[src/rtl/plab4_net_router_input_unit.sv]
// Buffered greedy-routing input unit for one plab4 ring router port.
// Optional stall counter output enabled by PLAB4_NET_ROUTER_INPUT_UNIT_STATS_EN.
module plab4_net_router_input_unit #(
  parameter int p_router_id   = 0,
  parameter int p_num_routers = 8,
  parameter int p_msg_nbits   = 44,
  parameter int p_dest_lsb    = 38,
  parameter int p_num_entries = 2,
  localparam int c_cnt_nbits  = $clog2(p_num_entries + 1)
) (
  input  logic                   clk,
  input  logic                   reset,
  input  logic                   in_val,
  output logic                   in_rdy,
  input  logic [p_msg_nbits-1:0] in_msg,
  output logic [p_msg_nbits-1:0] out_msg,
  output logic [2:0]             reqs,
  input  logic [2:0]             grants,
`ifdef PLAB4_NET_ROUTER_INPUT_UNIT_STATS_EN
  output logic [15:0]            stall_cycles,
`endif
  output logic [c_cnt_nbits-1:0] num_free
);

  localparam int c_dest_nbits = $clog2(p_num_routers);
  // Two spare bits keep the distance arithmetic exact even for illegal dests.
  localparam int c_dist_nbits = c_dest_nbits + 2;
  localparam int c_ptr_nbits  = (p_num_entries > 1) ? $clog2(p_num_entries) : 1;

  localparam logic [c_dist_nbits-1:0] c_id_w   = c_dist_nbits'(p_router_id);
  localparam logic [c_dist_nbits-1:0] c_n_w    = c_dist_nbits'(p_num_routers);
  localparam logic [c_cnt_nbits-1:0]  c_depth  = c_cnt_nbits'(p_num_entries);
  localparam logic [c_ptr_nbits-1:0]  c_ptr_max = c_ptr_nbits'(p_num_entries - 1);

  function automatic logic [c_ptr_nbits-1:0] ptr_inc(input logic [c_ptr_nbits-1:0] ptr);
    if (ptr == c_ptr_max) begin
      return {c_ptr_nbits{1'b0}};
    end else begin
      return ptr + c_ptr_nbits'(1);
    end
  endfunction

  logic [p_msg_nbits-1:0]  mem_r [p_num_entries];
  logic [c_ptr_nbits-1:0]  head_r;
  logic [c_ptr_nbits-1:0]  tail_r;
  logic [c_cnt_nbits-1:0]  count_r;
  logic [c_cnt_nbits-1:0]  count_nxt_s;
  logic [c_cnt_nbits-1:0]  num_free_r;
  logic                    tie_r;

  logic                    full_s;
  logic                    empty_s;
  logic                    enq_s;
  logic                    deq_s;
  logic [p_msg_nbits-1:0]  head_s;
  logic [c_dist_nbits-1:0] dest_s;
  logic [c_dist_nbits-1:0] fwd_s;
  logic [c_dist_nbits-1:0] bwd_s;
  logic                    is_tie_s;
  logic [2:0]              reqs_s;

  assign full_s  = (count_r == c_depth);
  assign empty_s = (count_r == {c_cnt_nbits{1'b0}});
  assign head_s  = mem_r[head_r];
  assign enq_s   = in_val && !full_s;
  assign deq_s   = !empty_s && ((reqs_s & grants) != 3'b000);

  assign in_rdy   = !full_s;
  assign out_msg  = head_s;
  assign reqs     = reqs_s;
  assign num_free = num_free_r;

  // Shortest-path route for the head message, tie broken by tie_r.
  always_comb begin
    dest_s   = c_dist_nbits'(head_s[p_dest_lsb +: c_dest_nbits]);
    fwd_s    = {c_dist_nbits{1'b0}};
    bwd_s    = {c_dist_nbits{1'b0}};
    is_tie_s = 1'b0;
    reqs_s   = 3'b000;
    if (dest_s >= c_id_w) begin
      fwd_s = dest_s - c_id_w;
    end else begin
      fwd_s = dest_s + c_n_w - c_id_w;
    end
    bwd_s    = c_n_w - fwd_s;
    is_tie_s = (fwd_s == bwd_s);
    if (empty_s) begin
      reqs_s = 3'b000;
    end else if (fwd_s == {c_dist_nbits{1'b0}}) begin
      reqs_s = 3'b010;
    end else if (fwd_s < bwd_s) begin
      reqs_s = 3'b100;
    end else if (fwd_s > bwd_s) begin
      reqs_s = 3'b001;
    end else begin
      reqs_s = tie_r ? 3'b001 : 3'b100;
    end
  end

  // Occupancy after this edge.
  always_comb begin
    count_nxt_s = count_r;
    if (enq_s && !deq_s) begin
      count_nxt_s = count_r + c_cnt_nbits'(1);
    end else if (deq_s && !enq_s) begin
      count_nxt_s = count_r - c_cnt_nbits'(1);
    end else begin
      count_nxt_s = count_r;
    end
  end

  // FIFO control state: pointers, occupancy, free count and tie-break.
  always_ff @(posedge clk or negedge reset) begin
    if (!reset) begin
      head_r     <= {c_ptr_nbits{1'b0}};
      tail_r     <= {c_ptr_nbits{1'b0}};
      count_r    <= {c_cnt_nbits{1'b0}};
      num_free_r <= c_depth;
      tie_r      <= 1'b0;
    end else begin
      count_r    <= count_nxt_s;
      num_free_r <= c_depth - count_nxt_s;
      if (enq_s) begin
        tail_r <= ptr_inc(tail_r);
      end
      if (deq_s) begin
        head_r <= ptr_inc(head_r);
        if (is_tie_s) begin
          tie_r <= !tie_r;
        end
      end
    end
  end

  // Message storage; written at the tail on enqueue.
  always_ff @(posedge clk or negedge reset) begin
    if (!reset) begin
      for (int i = 0; i < p_num_entries; i++) begin
        mem_r[i] <= {p_msg_nbits{1'b0}};
      end
    end else if (enq_s) begin
      mem_r[tail_r] <= in_msg;
    end
  end

`ifdef PLAB4_NET_ROUTER_INPUT_UNIT_STATS_EN
  logic [15:0] stall_cycles_r;
  assign stall_cycles = stall_cycles_r;

  // Saturating count of cycles with a pending request that was not granted.
  always_ff @(posedge clk or negedge reset) begin
    if (!reset) begin
      stall_cycles_r <= 16'h0000;
    end else if ((reqs_s != 3'b000) && !deq_s && (stall_cycles_r != 16'hFFFF)) begin
      stall_cycles_r <= stall_cycles_r + 16'h0001;
    end
  end
`endif

endmodule

[config.mk]
export PLATFORM = sky130hd
export DESIGN_NAME = plab4_net_router_input_unit
export DESIGN_NICKNAME = d
export VERILOG_FILES = /design/src/rtl/plab4_net_router_input_unit.sv
export SDC_FILE = /design/constraint.sdc
export NUM_CORES = 1
export LEC_CHECK = 0
export CORE_ASPECT_RATIO = 0.8
export CORE_MARGIN = 2
export CORE_UTILIZATION = 50
export DETAILED_ROUTE_END_ITERATION = 12
export MAX_ROUTING_LAYER = met4
export PLACE_DENSITY = 0.88
export SETUP_SLACK_MARGIN = 0.05
export SLEW_MARGIN = 20
export SYNTH_ARGS = -nofsm -noshare
export SYNTH_HDL_FRONTEND = slang
export SYNTH_SLANG_ARGS = --single-unit
[constraint.sdc]
create_clock -name clk -period 3.3 [get_ports clk]
set_input_delay 0.66 -clock clk [delete_from_list [all_inputs] [get_ports clk]]
set_output_delay 0.66 -clock clk [all_outputs]
set_load 0.03 [all_outputs]
==> results of run 1 <==
[area by class of cell]
type                    count  share of cell area [%]
clock buffers              11                   2.706
clock inverters             5                   1.006
inverters                   6                  0.4026
multi-input cells         174                   32.43
flip-flops and latches     94                   42.09
well taps                 112                   2.505
repair buffers            104                   18.85
[placed cells by master (no fill, tap or decap), drive strengths merged, types with 3 or more instances in the layout]
master and n:
clkbuf 12, mux2i 4, dfrtp 93, xnor2 5
nor2 6, buf 7, ha 3, nor2b 3
mux2 130, inv 7, a21oi 4, clkdlybuf4s50 95
[registers in the layout, indices dropped and copies added, names as in the netlist]
name      cells
mem_r        88
num_free      2
count_r       1
head_r        1
tail_r        1
tie_r         1
[metal layers]
layer / vias up / global-route usage, % / wire [µm]
li1: 1228 / - / -
met1: 1296 / 24.89 / 3743
met2: 77 / 32.89 / 4292
met3: 4 / 6.617 / 494
met4: 0 / 3.070 / 39
met5: - / - / 0
[report_power, final]
part / total [W] / internal (W) / switching [W]
Combinational: 0.00407 / 0.00204 / 0.00203
Sequential: 0.00209 / 0.00176 / 0.000330
Clock: 0.000784 / 0.000392 / 0.000392
Total: 0.00694 / 0.00419 / 0.00275
[worst paths after layout]
path / start / endpoint / slack [ns] / cells past startpoint
max: head_r / reqs[0] / 0.25 / 8
min: reset / mem_r[42] / 0.31 / 1
max reg2reg: head_r / count_r[1] / 0.71 / 9
min reg2reg: tie_r / tie_r / 0.49 / 1
max in group asynchronous: reset / mem_r[34] / 2.32 / 2
min in group clk: tie_r / tie_r / 0.49 / 1
[per-stage QoR]
stage	total power [W]	setup slack [ns]	utilization [%]	instances
after CTS	0.006973	0.06299	66.67	506
after global placement	0.006039	0.2831	64.17	490
after floorplan	0.004799	0.1565	-	291
after detailed placement	0.006166	0.1914	64.17	490
after global routing	0.007331	0.08765	66.83	506
final	0.006942	0.2482	66.83	506
[cell families (layout without fill, tap and decap cells)]
| family | after synthesis | in the layout |
|---|---|---|
| mux | 134 | 134 |
| flops | 94 | 94 |
| buf+inv | 23 | 126 |
| simple gates | 21 | 21 |
| compound gates | 10 | 10 |
| xor+xnor | 6 | 6 |
| fa+ha+maj | 3 | 3 |
[repair_timing]
action | 4_1_cts | 5_1_grt
pin swaps | 0 | 1
buffers inserted | 0 | 0
resized for setup | 3 | 7
setup endpoints to repair | 3 | 2
==> metrics.md, run 1 <==
| Metric | Value |
|---|---|
| Chip height | `around 86 µm` |
| Nature of the critical path endpoint | `primary output` |
| Clock Latency Late Sink | `roughly 0.36 ns` |
| Placed cell area | `5371 µm²` |
| TNS Setup | `0 ns` |
| Fmax | `327.7 MHz` |
| Routed len/inst | `around 17 µm` |
| Required @ worst endpoint | `roughly 2.6 ns` |
| HP Class | `primary input to async pin` |
| Initial antenna violation count | `0` |
| First-pass GRT wire length | `approximately 14 mm` |
| CP top delay family | `flip-flops` |
| Starting Density | `50.66%` |
| Startpoint types | `register` |
| CP Max Fanout | `9` |
| Die Area | `approximately 9000 µm²` |
| Maximum clock path buffer count | `2` |
| Worst-path cell chain | `mux2i_4 > inv_2 > nor2_1 > ha_1 > nor2b_1 > a21oi_2 > nor3b_2 > buf_4` |
| DRC Markers | `0` |
| Mux contribution to synthesized area | `between 30% and 40%` |
| # fillers | `slightly above 600` |
| Syn avg cell area | `about 15 µm²` |
| VDD IR-drop max | `a little under 0.0007 V` |
| Core area | `~8400 µm²` |
| Worst-margin pin slew | `0.6218 ns` |
| Top-area cell type share of the netlist area | `between 50 and 60%` |
| HPWL after DPL | `approximately 5.7 mm` |
| Post-Route WL | `about 8.6 mm` |
| Post-route minimum period | `about 3.1 ns` |
| Post-synthesis sequential area ratio | `55.50%` |
| Hold-fix buffers, CTS | `0` |
| Sink Count | `94` |
| #FFs+latches synth | `between 90 and 100` |
| # IOs | `100` |
| GRT overflow | `0` |
| Synth warn | `0` |
| Port buffer count | `99` |
| Final setup fails | `0` |
| Area of the multi-input gates | `1814 µm²` |
| Clock root buffer | `clkbuf_8` |
| Pleak | `about 2.3 nW` |
| Number of vias per cell | `around 5.1` |
| RSZ-0062 raised after global routing | `no` |
| CTS tree | `done` |
| Syn Std Cell Area | `between 4000 and 5000 µm²` |
| Max-slew violations | `0` |
| CTS clk-pin slew, worst paths | `around 0.08 ns` |
| Seq. cell area | `between 2000 and 2500 µm²` |
| Final Cycle Share | `~92%` |
| Syn Inst Count | `291` |
| Worst path buffer plus inverter count | `2` |
| Top-count cell post-synth | `mux2_2` |
| Max-cap violations | `0` |
| Final Instance Area | `between 5000 and 6000 µm²` |
| CTS Buf Count | `9` |
| Most area-consuming cells after synthesis | `dfrtp_1 (55%), mux2_2 (35%), xnor2_1 (1.0%), clkbuf_1 (0.89%), ha_1 (0.89%)` |
| # rows | `30` |
| Post-Synth XOR/XNOR Area | `1.239%` |
| Top cell type by total area after synthesis | `dfrtp_1` |
| Gpl congestion | `a little over 0.8` |
| Synth async-reset ratio | `100.0%` |
| Relative slew slack | `58.55%` |
| Most used DFF post-synth | `dfrtp_1` |
| Crit path DAT | `about 2.4 ns` |
| Antenna Cells | `0` |
| CP Class | `register to primary output` |
| Skew final | `0.007369 ns` |
| Post-synth EDFFs | `0` |
| Vias after detailed routing | `about 2.6k` |
| Syn Nets | `between 300 and 400` |
| Adder-cell share of the synthesized area | `less than 1%` |
| Slowest-stage cell, CP | `dfrtp_2` |
| Post-synthesis compound-gate area fraction | `1.800%` |
| Fin. Hold Viols | `0` |
| Initial DRC Count | `between 70 and 80` |
| Vias in the first global route | `about 2.8k` |
| Synth Area in Simple Gates | `2.567%` |
| Global Route Usage Sum | `about a fifth` |
| Synth-to-Final Area Change | `31.93%` |
| Post-synthesis cell type count | `30` |
| Main combinational cell family by area after synthesis | `multiplexers` |
| Final hold slack | `between 0.3 and 0.4 ns` |
| Net count, final | `around 440` |
| Initial DRT Pass Iterations | `5` |
| Post-route ant nets | `0` |
| Largest net degree at the start of global routing | `roughly 50` |
| Crit path largest cell delay | `0.53 ns` |
| Die X | `approximately 110 µm` |
| Post-synth top cells | `mux2_2 (130), dfrtp_1 (93), clkbuf_1 (10)` |
| CTS H-tree lvls | `3` |
| Layout cell share with drive strength beyond 1 | `between 40% and 50%` |
| P per Cell Area | `between 1000 and 1500 nW/µm²` |
| Status | `complete, no violations` |
Note: power is estimated with default switching activity, not from simulation.
==> run 2, diff against run 1 <==
- HOLD_SLACK_MARGIN: not set -> 0.06
- clock period: 3.3 -> 3.4 ns (I/O delays scaled with it)
==> run 2 against run 1 <==
  * Combinational power decreased by 4%
  * Critical path depth unchanged
  * Global-route usage decreased by 0.62 points
==> metrics.md, run 2 (synthesis gave the netlist of run 1 again) <==
| Metric | Value |
|---|---|
| Status | `complete, no violations` |
| Final Cycle Share | `a little over 90%` |
| GRT overflow | `0 (unchanged)` |
| Switch Pwr | `0.002618 W (-4.9%)` |
| CP Max Fanout | `6 (-3)` |
| Antenna Cells | `0 (unchanged)` |
| Commonest cells after routing, fill and taps aside | `mux2_2 (130), clkdlybuf4s50_1 (95), dfrtp_1 (92)` |
| Largest reg by FF count | `mem_r` |
| CTS H-tree lvls | `3 (unchanged)` |
| Starting Density | `50.66% (unchanged)` |
| Global routing met3 resource utilization | `5.714% (-0.90 points)` |
| Gpl congestion | `0.8558 (+5.4%)` |
| Initial DRT Pass Iterations | `4 (-1)` |
| VDD IR-drop max | `0.0006412 V (-4.8%)` |
| PnR worst setup slack | `0.2517 ns (+0.003501 ns)` |
| Startpoint types | `register` |
| Clock root buffer | `clkbuf_8` |
| GR Util met1 | `25.51% (+0.62 points)` |
| Core area | `8371 µm² (unchanged)` |
| Nature of the critical path endpoint | `primary output` |
| Dpl ws | `0.2971 ns (+0.1056 ns)` |
| Required @ worst endpoint | `2.72 ns (+0.08 ns)` |
| Fmax | `317.6 MHz` |
| DRC Markers | `0 (unchanged)` |
| Global Route Usage Sum | `19.37% (-0.62 points)` |
| # rows | `30 (unchanged)` |
| Vias in the first global route | `2743 (-3.5%)` |
| CTS clk-pin slew, worst paths | `0.09 ns (about the same)` |
| Max-cap violations | `0 (unchanged)` |
| Net count, final | `445 (+0.68%)` |
| Initial antenna violation count | `0 (unchanged)` |
| Slowest-stage cell, CP | `dfrtp_2` |
| Placed Cells | `491 (+0.20%)` |
| # IOs | `100 (unchanged)` |
| Pleak | `2.323 nW (+0.18%)` |
| Max-slew violations | `0 (unchanged)` |
| Post-Route WL | `8.079 mm (-5.7%)` |
| Clock Latency Late Sink | `0.35 ns (about the same)` |
| Vias after detailed routing | `2645 (+1.5%)` |
| Final Instance Area | `5569 µm² (-0.45%)` |
| CP Class | `register to primary output` |
| HP Class | `primary input to async pin` |
| Synth-to-Final Area Change | `31.34%` |
| Relative slew slack | `55.01% (-3.5 points)` |
| Port buffer count | `99 (unchanged)` |
| Pint | `0.004017 W (-4.1%)` |
| Clk pwr share | `10.8% (-0.5 points)` |
| Flop pwr share | `30.2% (about the same)` |
| Die X | `107.0 µm (unchanged)` |
| Switch share | `39.46% (-0.21 points)` |
| HPWL after DPL | `5.565 mm (-2.6%)` |
| P per Cell Area | `1191 nW/µm² (-4.0%)` |
| Placed cell area | `5354 µm² (-0.33%)` |
| GR Layer Usage met2 | `30.11% (-2.8 points)` |
| Crit path largest cell delay | `0.45 ns (-0.08 ns)` |
| RSZ-0062 raised after global routing | `no` |
| Worst-margin pin slew | `0.6748 ns (+0.05298 ns)` |
| CTS Buf Count | `9 (unchanged)` |
| Crit path DAT | `2.47 ns (+0.08 ns)` |
| Worst-path cell chain | `mux2i_2 > inv_1 > nor2_1 > ha_1 > nor2b_1 > a21oi_2 > nor3_1 > dlygate4sd2_1` |
| Die Area | `9238 µm² (unchanged)` |
| Sink Count | `94 (unchanged)` |
| Finished Layout Cells | `509 (+0.59%)` |
| Hold-fix buffers, CTS | `0 (unchanged)` |
| CTS tree | `done` |
| Layout cell share with drive strength beyond 1 | `40.81% (-0.82 points)` |
| Fin. Hold Viols | `0 (unchanged)` |
| Busiest grt layer | `met2` |
| Post-route minimum period | `about 3.1 ns` |
| Finished Core Util | `66.53% (-0.30 points)` |
| Largest net degree at the start of global routing | `53 (+8.2%)` |
| TNS Setup | `0 ns (unchanged)` |
| Number of vias per cell | `5.196 (+0.94%)` |
| Routed len/inst | `15.87 µm (-6.3%)` |
| Maximum clock path buffer count | `2 (unchanged)` |
| Initial DRC Count | `59 (-22%)` |
| Most common cell after layout, fill and taps aside | `mux2_2` |
| Skew final | `0.01024 ns (+0.002870 ns)` |
| First-pass GRT wire length | `13.54 mm (-2.2%)` |
| Post-route ant nets | `0 (unchanged)` |
| Max reg flops | `88 (unchanged)` |
| Final setup fails | `0 (unchanged)` |
| Chip height | `86.37 µm (unchanged)` |
| Combinational power share | `59.0% (+0.4 points)` |
run 2: cell types whose count changed in the layout (fill, tap and decap cells not counted), moves of 2 or more:
cell and delta:
buf_12 -2, buf_4 +5, clkbuf_1 +2, clkbuf_8 -2, clkinv_4 +2
run 2: worst paths after layout:
| path | from | to | slack, ns | cells after the start |
|---|---|---|---|---|
| worst max-delay path | head_r | reqs[2] | 0.25 | 8 |
| worst max register to register | head_r | count_r[1] | 0.83 | 9 |
| max in group asynchronous | reset | num_free[1] | 2.30 | 2 |
| worst min register to register | tie_r | tie_r | 0.50 | 1 |
| min in group clk | tie_r | tie_r | 0.50 | 1 |
| worst min-delay path | reset | mem_r[85] | 0.35 | 1 |
run 2: routing by layer:
| metal | vias up | share of wire [%] | wire length [µm] |
|---|---|---|---|
| met1 | 1330 | 48 | 3850 |
| li1 | 1246 | - | - |
| met4 | 0 | 0.54 | 44 |
| met3 | 6 | 4.4 | 355 |
| met5 | - | 0 | 0 |
| met2 | 63 | 47 | 3830 |
run 2: worst max-delay path, delay by kind of cell (launching register included):
| family | cells | cell delay, ns |
|---|---|---|
| flip-flops | 1 | 0.45 |
| AO/OA/AOI/OAI | 1 | 0.12 |
| multiplexers | 1 | 0.32 |
| AND/OR/NAND/NOR | 3 | 0.54 |
| buffers and inverters | 2 | 0.53 |
| adder cells (fa/ha/maj) | 1 | 0.16 |
run 2: power by group through the flow:
| stage | clock network [W] | logic, W | registers, W |
|---|---|---|---|
| 5_1_grt | 0.000798 | 0.00417 | 0.00208 |
| 4_1_cts | 0.000746 | 0.00392 | 0.00201 |
| 2_1_floorplan | 0 | 0.00273 | 0.00193 |
| 6_report | 0.000715 | 0.00392 | 0.00200 |
| 3_5_place_dp | 0 | 0.00391 | 0.00203 |
| 3_3_place_gp | 0 | 0.00384 | 0.00198 |
run 2: cell type report:
| type | count | area (µm²) |
|---|---|---|
| Timing Repair Buffer | 107 | 1060 |
| Clock inverter | 5 | 60.06 |
| Clock buffer | 11 | 131.4 |
| Sequential cell | 94 | 2355 |
| Inverter | 6 | 22.52 |
| Tap cell | 112 | 140.1 |
| Fill cell | 614 | 2801 |
| Multi-Input combinational cell | 174 | 1800 |
run 2: stage by stage:
| stage | hold WS (ns) | total power (W) |
|---|---|---|
| after floorplan | 0.3844 | 0.004658 |
| after global placement | 0.4662 | 0.005828 |
| after detailed placement | 0.4860 | 0.005942 |
| after CTS | 0.3644 | 0.006680 |
| after global routing | 0.3856 | 0.007050 |
| final | 0.3487 | 0.006634 |
run 2: what timing repair did:
item                                    CTS  global route
setup buffers                             0             2
endpoints found under the setup margin    1             3
gates resized for setup                   1             3
==> run 3, diff against run 2 <==
- TNS_END_PERCENT: not set -> 100
==> results of run 3 <==
No change in the layout: final DEF, timing and power equal those of run 2.
